### config.mk
export PLATFORM = sky130hd
export DESIGN_NAME = sdram_init_seq
export DESIGN_NICKNAME = d
export VERILOG_FILES = /design/src/rtl/sdram_init_seq.sv
export SDC_FILE = /design/constraint.sdc
export NUM_CORES = 1
export LEC_CHECK = 0
export BUFFER_PORTS_ARGS = -buffer_cell sky130_fd_sc_hd__buf_2
export CAP_MARGIN = 10
export CORE_ASPECT_RATIO = 1.25
export CORE_MARGIN = 2
export CORE_UTILIZATION = 55
export DETAILED_ROUTE_END_ITERATION = 8
export PLACE_DENSITY = 0.85
export SLEW_MARGIN = 10
export SYNTH_ARGS = -nofsm -noshare
export SYNTH_HDL_FRONTEND = slang
export SYNTH_SLANG_ARGS = --single-unit
### constraint.sdc
create_clock -name i_mem_clk -period 2.6 [get_ports i_mem_clk]
set_input_delay 0.13 -clock i_mem_clk [delete_from_list [all_inputs] [get_ports i_mem_clk]]
set_output_delay 0.13 -clock i_mem_clk [all_outputs]
set_load 0.005 [all_outputs]
### src/rtl/sdram_init_seq.sv
// Power-up initialisation sequencer for the board SDRAM: CKE, power-up wait, precharge-all,
// N auto-refreshes, load mode register. Define SDR_INIT_FAST_SIM_EN to shorten the power-up wait to 16 cycles.
module sdram_init_seq #(
   parameter int          T_POWERUP = 8000,
   parameter int          T_RP      = 2,
   parameter int          T_RFC     = 7,
   parameter int          T_MRD     = 2,
   parameter int          N_REFRESH = 2,
   parameter logic [12:0] MODE_REG  = 13'h0022
) (
   input  logic        i_mem_clk,
   input  logic        i_mem_rst_n,
   input  logic        i_sdr_ena,
   output logic        o_sdr_cke,
   output logic [3:0]  o_sdr_cmd,
   output logic [12:0] o_sdr_addr,
   output logic [1:0]  o_sdr_ba,
   output logic        o_memory_initialized
);

   typedef enum logic [3:0] {
      ST_IDLE,
      ST_POWERUP,
      ST_PRE,
      ST_WAIT_RP,
      ST_REF,
      ST_WAIT_RFC,
      ST_LMR,
      ST_WAIT_MRD,
      ST_DONE
   } state_t;

   localparam logic [3:0] CMD_INHIBIT   = 4'b1111;
   localparam logic [3:0] CMD_NOP       = 4'b0111;
   localparam logic [3:0] CMD_PRECHARGE = 4'b0010;
   localparam logic [3:0] CMD_REFRESH   = 4'b0001;
   localparam logic [3:0] CMD_LOAD_MODE = 4'b0000;

`ifdef SDR_INIT_FAST_SIM_EN
   localparam logic [15:0] PU_CYCLES = 16'd16;
`else
   localparam logic [15:0] PU_CYCLES = 16'(T_POWERUP);
`endif
   localparam logic [15:0] RP_CYCLES  = 16'(T_RP);
   localparam logic [15:0] RFC_CYCLES = 16'(T_RFC);
   localparam logic [15:0] MRD_CYCLES = 16'(T_MRD);
   localparam logic [3:0]  NREF       = 4'(N_REFRESH);

   state_t      state, state_nxt;
   logic [15:0] wait_cnt, wait_cnt_nxt;
   logic [3:0]  ref_cnt, ref_cnt_nxt;
   logic [3:0]  refs_issued;
   logic        wait_done;
   logic        cke_nxt;
   logic [3:0]  cmd_nxt;
   logic [12:0] addr_nxt;
   logic        init_nxt;

   // The wait counter is loaded when a command state is entered and keeps running through
   // the following wait state, so a T value of 1 skips the wait state entirely.
   assign wait_done   = (wait_cnt == 16'd1);
   assign refs_issued = (state == ST_REF) ? ref_cnt + 4'd1 : ref_cnt;

   always_comb begin
      state_nxt    = state;
      wait_cnt_nxt = (wait_cnt != 16'd0) ? wait_cnt - 16'd1 : 16'd0;
      ref_cnt_nxt  = ref_cnt;
      case (state)
         ST_IDLE: begin
            ref_cnt_nxt  = 4'd0;
            wait_cnt_nxt = 16'd0;
            if (i_sdr_ena) begin
               state_nxt    = ST_POWERUP;
               wait_cnt_nxt = PU_CYCLES;
            end
         end
         ST_POWERUP: begin
            if (wait_done) begin
               state_nxt    = ST_PRE;
               wait_cnt_nxt = RP_CYCLES;
            end
         end
         ST_PRE, ST_WAIT_RP: begin
            if (wait_done) begin
               state_nxt    = ST_REF;
               wait_cnt_nxt = RFC_CYCLES;
            end else begin
               state_nxt = ST_WAIT_RP;
            end
         end
         ST_REF, ST_WAIT_RFC: begin
            if (state == ST_REF) begin
               ref_cnt_nxt = ref_cnt + 4'd1;
            end
            if (!wait_done) begin
               state_nxt = ST_WAIT_RFC;
            end else if (refs_issued < NREF) begin
               state_nxt    = ST_REF;
               wait_cnt_nxt = RFC_CYCLES;
            end else begin
               state_nxt    = ST_LMR;
               wait_cnt_nxt = MRD_CYCLES;
            end
         end
         ST_LMR, ST_WAIT_MRD: begin
            if (wait_done) begin
               state_nxt    = ST_DONE;
               wait_cnt_nxt = 16'd0;
            end else begin
               state_nxt = ST_WAIT_MRD;
            end
         end
         ST_DONE: begin
            wait_cnt_nxt = 16'd0;
         end
         default: begin
            state_nxt    = ST_IDLE;
            wait_cnt_nxt = 16'd0;
         end
      endcase
   end

   // Output values are decoded from the current state and registered one cycle later.
   always_comb begin
      cke_nxt  = (state != ST_IDLE);
      cmd_nxt  = CMD_NOP;
      addr_nxt = 13'd0;
      init_nxt = (state == ST_DONE);
      case (state)
         ST_IDLE: cmd_nxt = CMD_INHIBIT;
         ST_PRE: begin
            cmd_nxt  = CMD_PRECHARGE;
            addr_nxt = 13'h0400;
         end
         ST_REF: cmd_nxt = CMD_REFRESH;
         ST_LMR: begin
            cmd_nxt  = CMD_LOAD_MODE;
            addr_nxt = MODE_REG;
         end
         default: cmd_nxt = CMD_NOP;
      endcase
   end

   always_ff @(posedge i_mem_clk or negedge i_mem_rst_n) begin
      if (!i_mem_rst_n) begin
         state                <= ST_IDLE;
         wait_cnt             <= 16'd0;
         ref_cnt              <= 4'd0;
         o_sdr_cke            <= 1'b0;
         o_sdr_cmd            <= CMD_INHIBIT;
         o_sdr_addr           <= 13'd0;
         o_memory_initialized <= 1'b0;
      end else begin
         state                <= state_nxt;
         wait_cnt             <= wait_cnt_nxt;
         ref_cnt              <= ref_cnt_nxt;
         o_sdr_cke            <= cke_nxt;
         o_sdr_cmd            <= cmd_nxt;
         o_sdr_addr           <= addr_nxt;
         o_memory_initialized <= init_nxt;
      end
   end

   assign o_sdr_ba = 2'b00;

endmodule

==> run summary <==
GLOBAL ROUTE
-------------------------------------------------------------------------------------
Largest net degree at the start of global routing                                  33
Via count of the first global-routing pass                                       1257
Wire length of the first global-routing pass                                  5310 um
Antenna violations before repair                                                    0
Total routing resource utilization after global routing                         20.5%
Grt ovf                                                                             0

YOSYS
-------------------------------------------------------------------------------------
Combinational family with the most area after synthesis                  simple AND/OR/NAND/NOR gates
Adder-Cell Fraction of Synth Area                                               2.10%
Number of distinct library cells after synthesis                                   48
Largest area contributor in the netlist                                       dfrtp_1
Xor and xnor area share after synthesis                                         6.38%
Complex-gate fraction of the synthesized area                                   9.26%
Multiplexer area fraction after synthesis                                       1.12%
Dominant cells by area after synthesis                                   dfrtp_1, dfstp_2, buf_4, xnor2_1, nor2_1
Most used DFF post-synth                                                      dfrtp_1
Number of synthesized register bits                                                32
Number of standard cells after synthesis                                          185
Share of synthesized flip-flops with an asynchronous set or reset                100%
Post-synthesis instance area                                             0.00178 mm^2
Register area share after synthesis                                             45.2%
Area fraction of the dominant cell type after synthesis                         39.3%
Yosys warnings                                                                      0
Post-synthesis share of cell area spent on and, or, nand and nor gates          26.9%
Synth Area per Inst                                                         9.64 um^2
Number of synthesized flops with an enable pin                                      0

FLOORPLANNING
-------------------------------------------------------------------------------------
Placeable Area                                                           0.00317 mm^2
Y dimension of the die                                                        67.7 um
Die area                                                                 0.00372 mm^2
Die W                                                                         54.9 um
Number of standard-cell rows in the floorplan                                      23
Starting Density                                                                56.4%
I/O pin total                                                                      24

CRITICAL PATH
-------------------------------------------------------------------------------------
Crit path launch                                                          wait_cnt[0]
Critical path data required time                                              2.76 ns
Data arrival time of the worst path                                           2.17 ns
Endpoint class of the critical path                                          register
Crit-path max FO                                                                    6
Critical path class                                                        reg -> reg
Worst reg-to-reg setup slack                                                  0.59 ns
R2r startpoint                                                            wait_cnt[0]
Critical Path Start Type                                                     register

ROUTING
-------------------------------------------------------------------------------------
Violation count after the first detailed-route iteration                           34
DR DRC count                                                                        0
Number of nets with antenna violations after routing                                0
First-pass DRT Iterations                                                           4
Via-per-instance ratio                                                           5.58
Total routed wirelength                                                       3170 um
Via count of the routed design                                                   1305
WL/cell                                                                       13.5 um

POWER AND IR DROP
-------------------------------------------------------------------------------------
Internal                                                                      1.05 mW
Switching power share of the total                                              35.4%
Reported net switching power                                                   578 uW
Clock network fraction of design power                                          24.3%
Worst vdd ir                                                                 0.411 mV
Fraction of power consumed by sequential logic                                  48.7%
Leak Pwr                                                                     0.836 nW
Gate power share                                                                27.0%
Power per cell area                                                       861 mW/mm^2

HOLD PATH
-------------------------------------------------------------------------------------
Min-delay worst type                                                        in -> reg
Hold path start                                                             i_sdr_ena

STA
-------------------------------------------------------------------------------------
Fin. Hold Viols                                                                     0
Shortest period the worst path allows                                         2.01 ns
Share of the clock period used by the worst path after layout                   77.3%
Sum Neg Setup Slack                                                              0 ns
Final worst setup slack                                                      0.590 ns
Slew at the pin with the worst max-slew slack                                0.689 ns
Slew Limit Headroom                                                             54.1%
Fmax achieved                                                                 497 MHz
Final Max Tran Viols                                                                0
Hold WS                                                                      0.140 ns
Setup repair after global routing missed its margin                             false
Final setup violation count                                                         0
Final Skew                                                                 0.00809 ns

PLACE
-------------------------------------------------------------------------------------
Total of buffers placed on input and output ports                                  11
Routability congestion estimate from global placement                           0.865
Worst setup slack before clock tree synthesis                                0.616 ns
Detailed placer's ending HPWL                                                 2230 um

CTS
-------------------------------------------------------------------------------------
Library cell used as clock root buffer                                       clkbuf_8
Worst-path clk slew                                                           0.07 ns
Clock insertion delay at the later pin of the skew report                     0.29 ns
Clk buf depth                                                                       2
Number of post-CTS setup repair buffers                                             0
H-tree levels                                                                       2
Number of clock buffers inserted by TritonCTS                                       5
Post-CTS Hold Fix Bufs                                                              1
Clock tree from TritonCTS                                                         yes
CTS resizes                                                                         0
Clock Sink Count                                                                   32

LAYOUT
-------------------------------------------------------------------------------------
Layout net count                                                                  202
Proportion of layout cells with a drive suffix above 1                          17.3%
Number of antenna diodes                                                            0
Relative area change from synthesis to final layout                             6.17%

STATUS
-------------------------------------------------------------------------------------
Outcome                                                                     completed

FLOW RUN
-------------------------------------------------------------------------------------
Max_cap viols                                                                       0

## kinds of logic (layout without fill, tap and decap cells)
kind of cell	after synthesis	after routing
buffers and inverters	25	26
DFF	32	32
muxes	2	2
other	1	12
adders and majority gates	3	3
and+or+nand+nor	84	84
AOI/OAI and AO/OA	25	25
xor gates and xnor gates	13	13
## flip-flops by register name (all words and copies together), names as in the netlist
signal	count
o_memory_initialized	1
o_sdr_addr	2
o_sdr_cke	1
o_sdr_cmd	4
ref_cnt	4
state	4
wait_cnt	16
## cell usage after synthesis (4+ instances only)
cell and n:
nor4_1 4, xnor2_1 10, nor3_1 11, nand2_1 15, dfstp_2 4, clkbuf_1 5, or3_1 4, a21oi_1 4
dfrtp_1 28, nor2_1 22, buf_4 13, inv_1 6, o21ai_0 5
## worst max-delay path, stage by stage, from the launching register on
cell and delay [ns]:
dfrtp_1 0.43, inv_1 0.12, ha_1 0.24, nor4b_1 0.37
nand2_1 0.21, nor3_1 0.25, xnor2_1 0.17, o21ai_1 0.09
## final cells by class
class                           instances  area, um^2
Fill cell                             283        1270
Multi-Input combinational cell        139         861
Sequential cell                        32         806
Clock buffer                            7        86.3
Timing Repair Buffer                   12        65.1
Tap cell                               37        46.3
Inverter                                6        22.5
Clock inverter                          1        7.51
## final timing paths
path	to	cells past startpoint
max in group asynchronous	wait_cnt[6]	2
worst max-delay path	wait_cnt[12]	7
worst min register to register	ref_cnt[0]	2
worst max register to register	wait_cnt[12]	7
worst min-delay path	state[0]	3
min in group asynchronous	wait_cnt[2]	2
## power groups by stage
stage	registers, mW	logic (mW)	clock network (mW)
after floorplan	0.757	0.389	0
after global placement	0.797	0.428	0
after detailed placement	0.799	0.435	0
after CTS	0.793	0.442	0.408
after global routing	0.819	0.509	0.427
final	0.795	0.440	0.396
## layer usage
metal  wire (um)  global-route usage (%)  up-vias  share of wire [%]
li1            -                       -      638                  -
met1        1330                    24.1      628                 42
met2        1660                    32.7       32                 53
met3         124                    6.86        7                3.9
met4          45                    10.1        0                1.4
met5           0                       0        -                  0
## layout by cell type (no fill, tap or decap), drive strengths merged, types with 6 or more instances in the layout
| cell | instances |
|---|---|
| o21ai | 8 |
| conb | 12 |
| nand2 | 16 |
| dfrtp | 28 |
| clkbuf | 7 |
| buf | 11 |
| nor3 | 13 |
| xnor2 | 10 |
| inv | 6 |
| nor2 | 22 |
## per-stage QoR
step	cells	util (%)	instance area [um^2]	total power, mW
6_report	234	59.8	1890	1.63
2_1_floorplan	196	-	1830	1.15
5_1_grt	234	59.8	1890	1.76
3_3_place_gp	225	56.6	1790	1.22
3_5_place_dp	225	56.6	1790	1.23
4_1_cts	234	59.8	1890	1.64
Note: power is estimated with default switching activity, not from simulation.
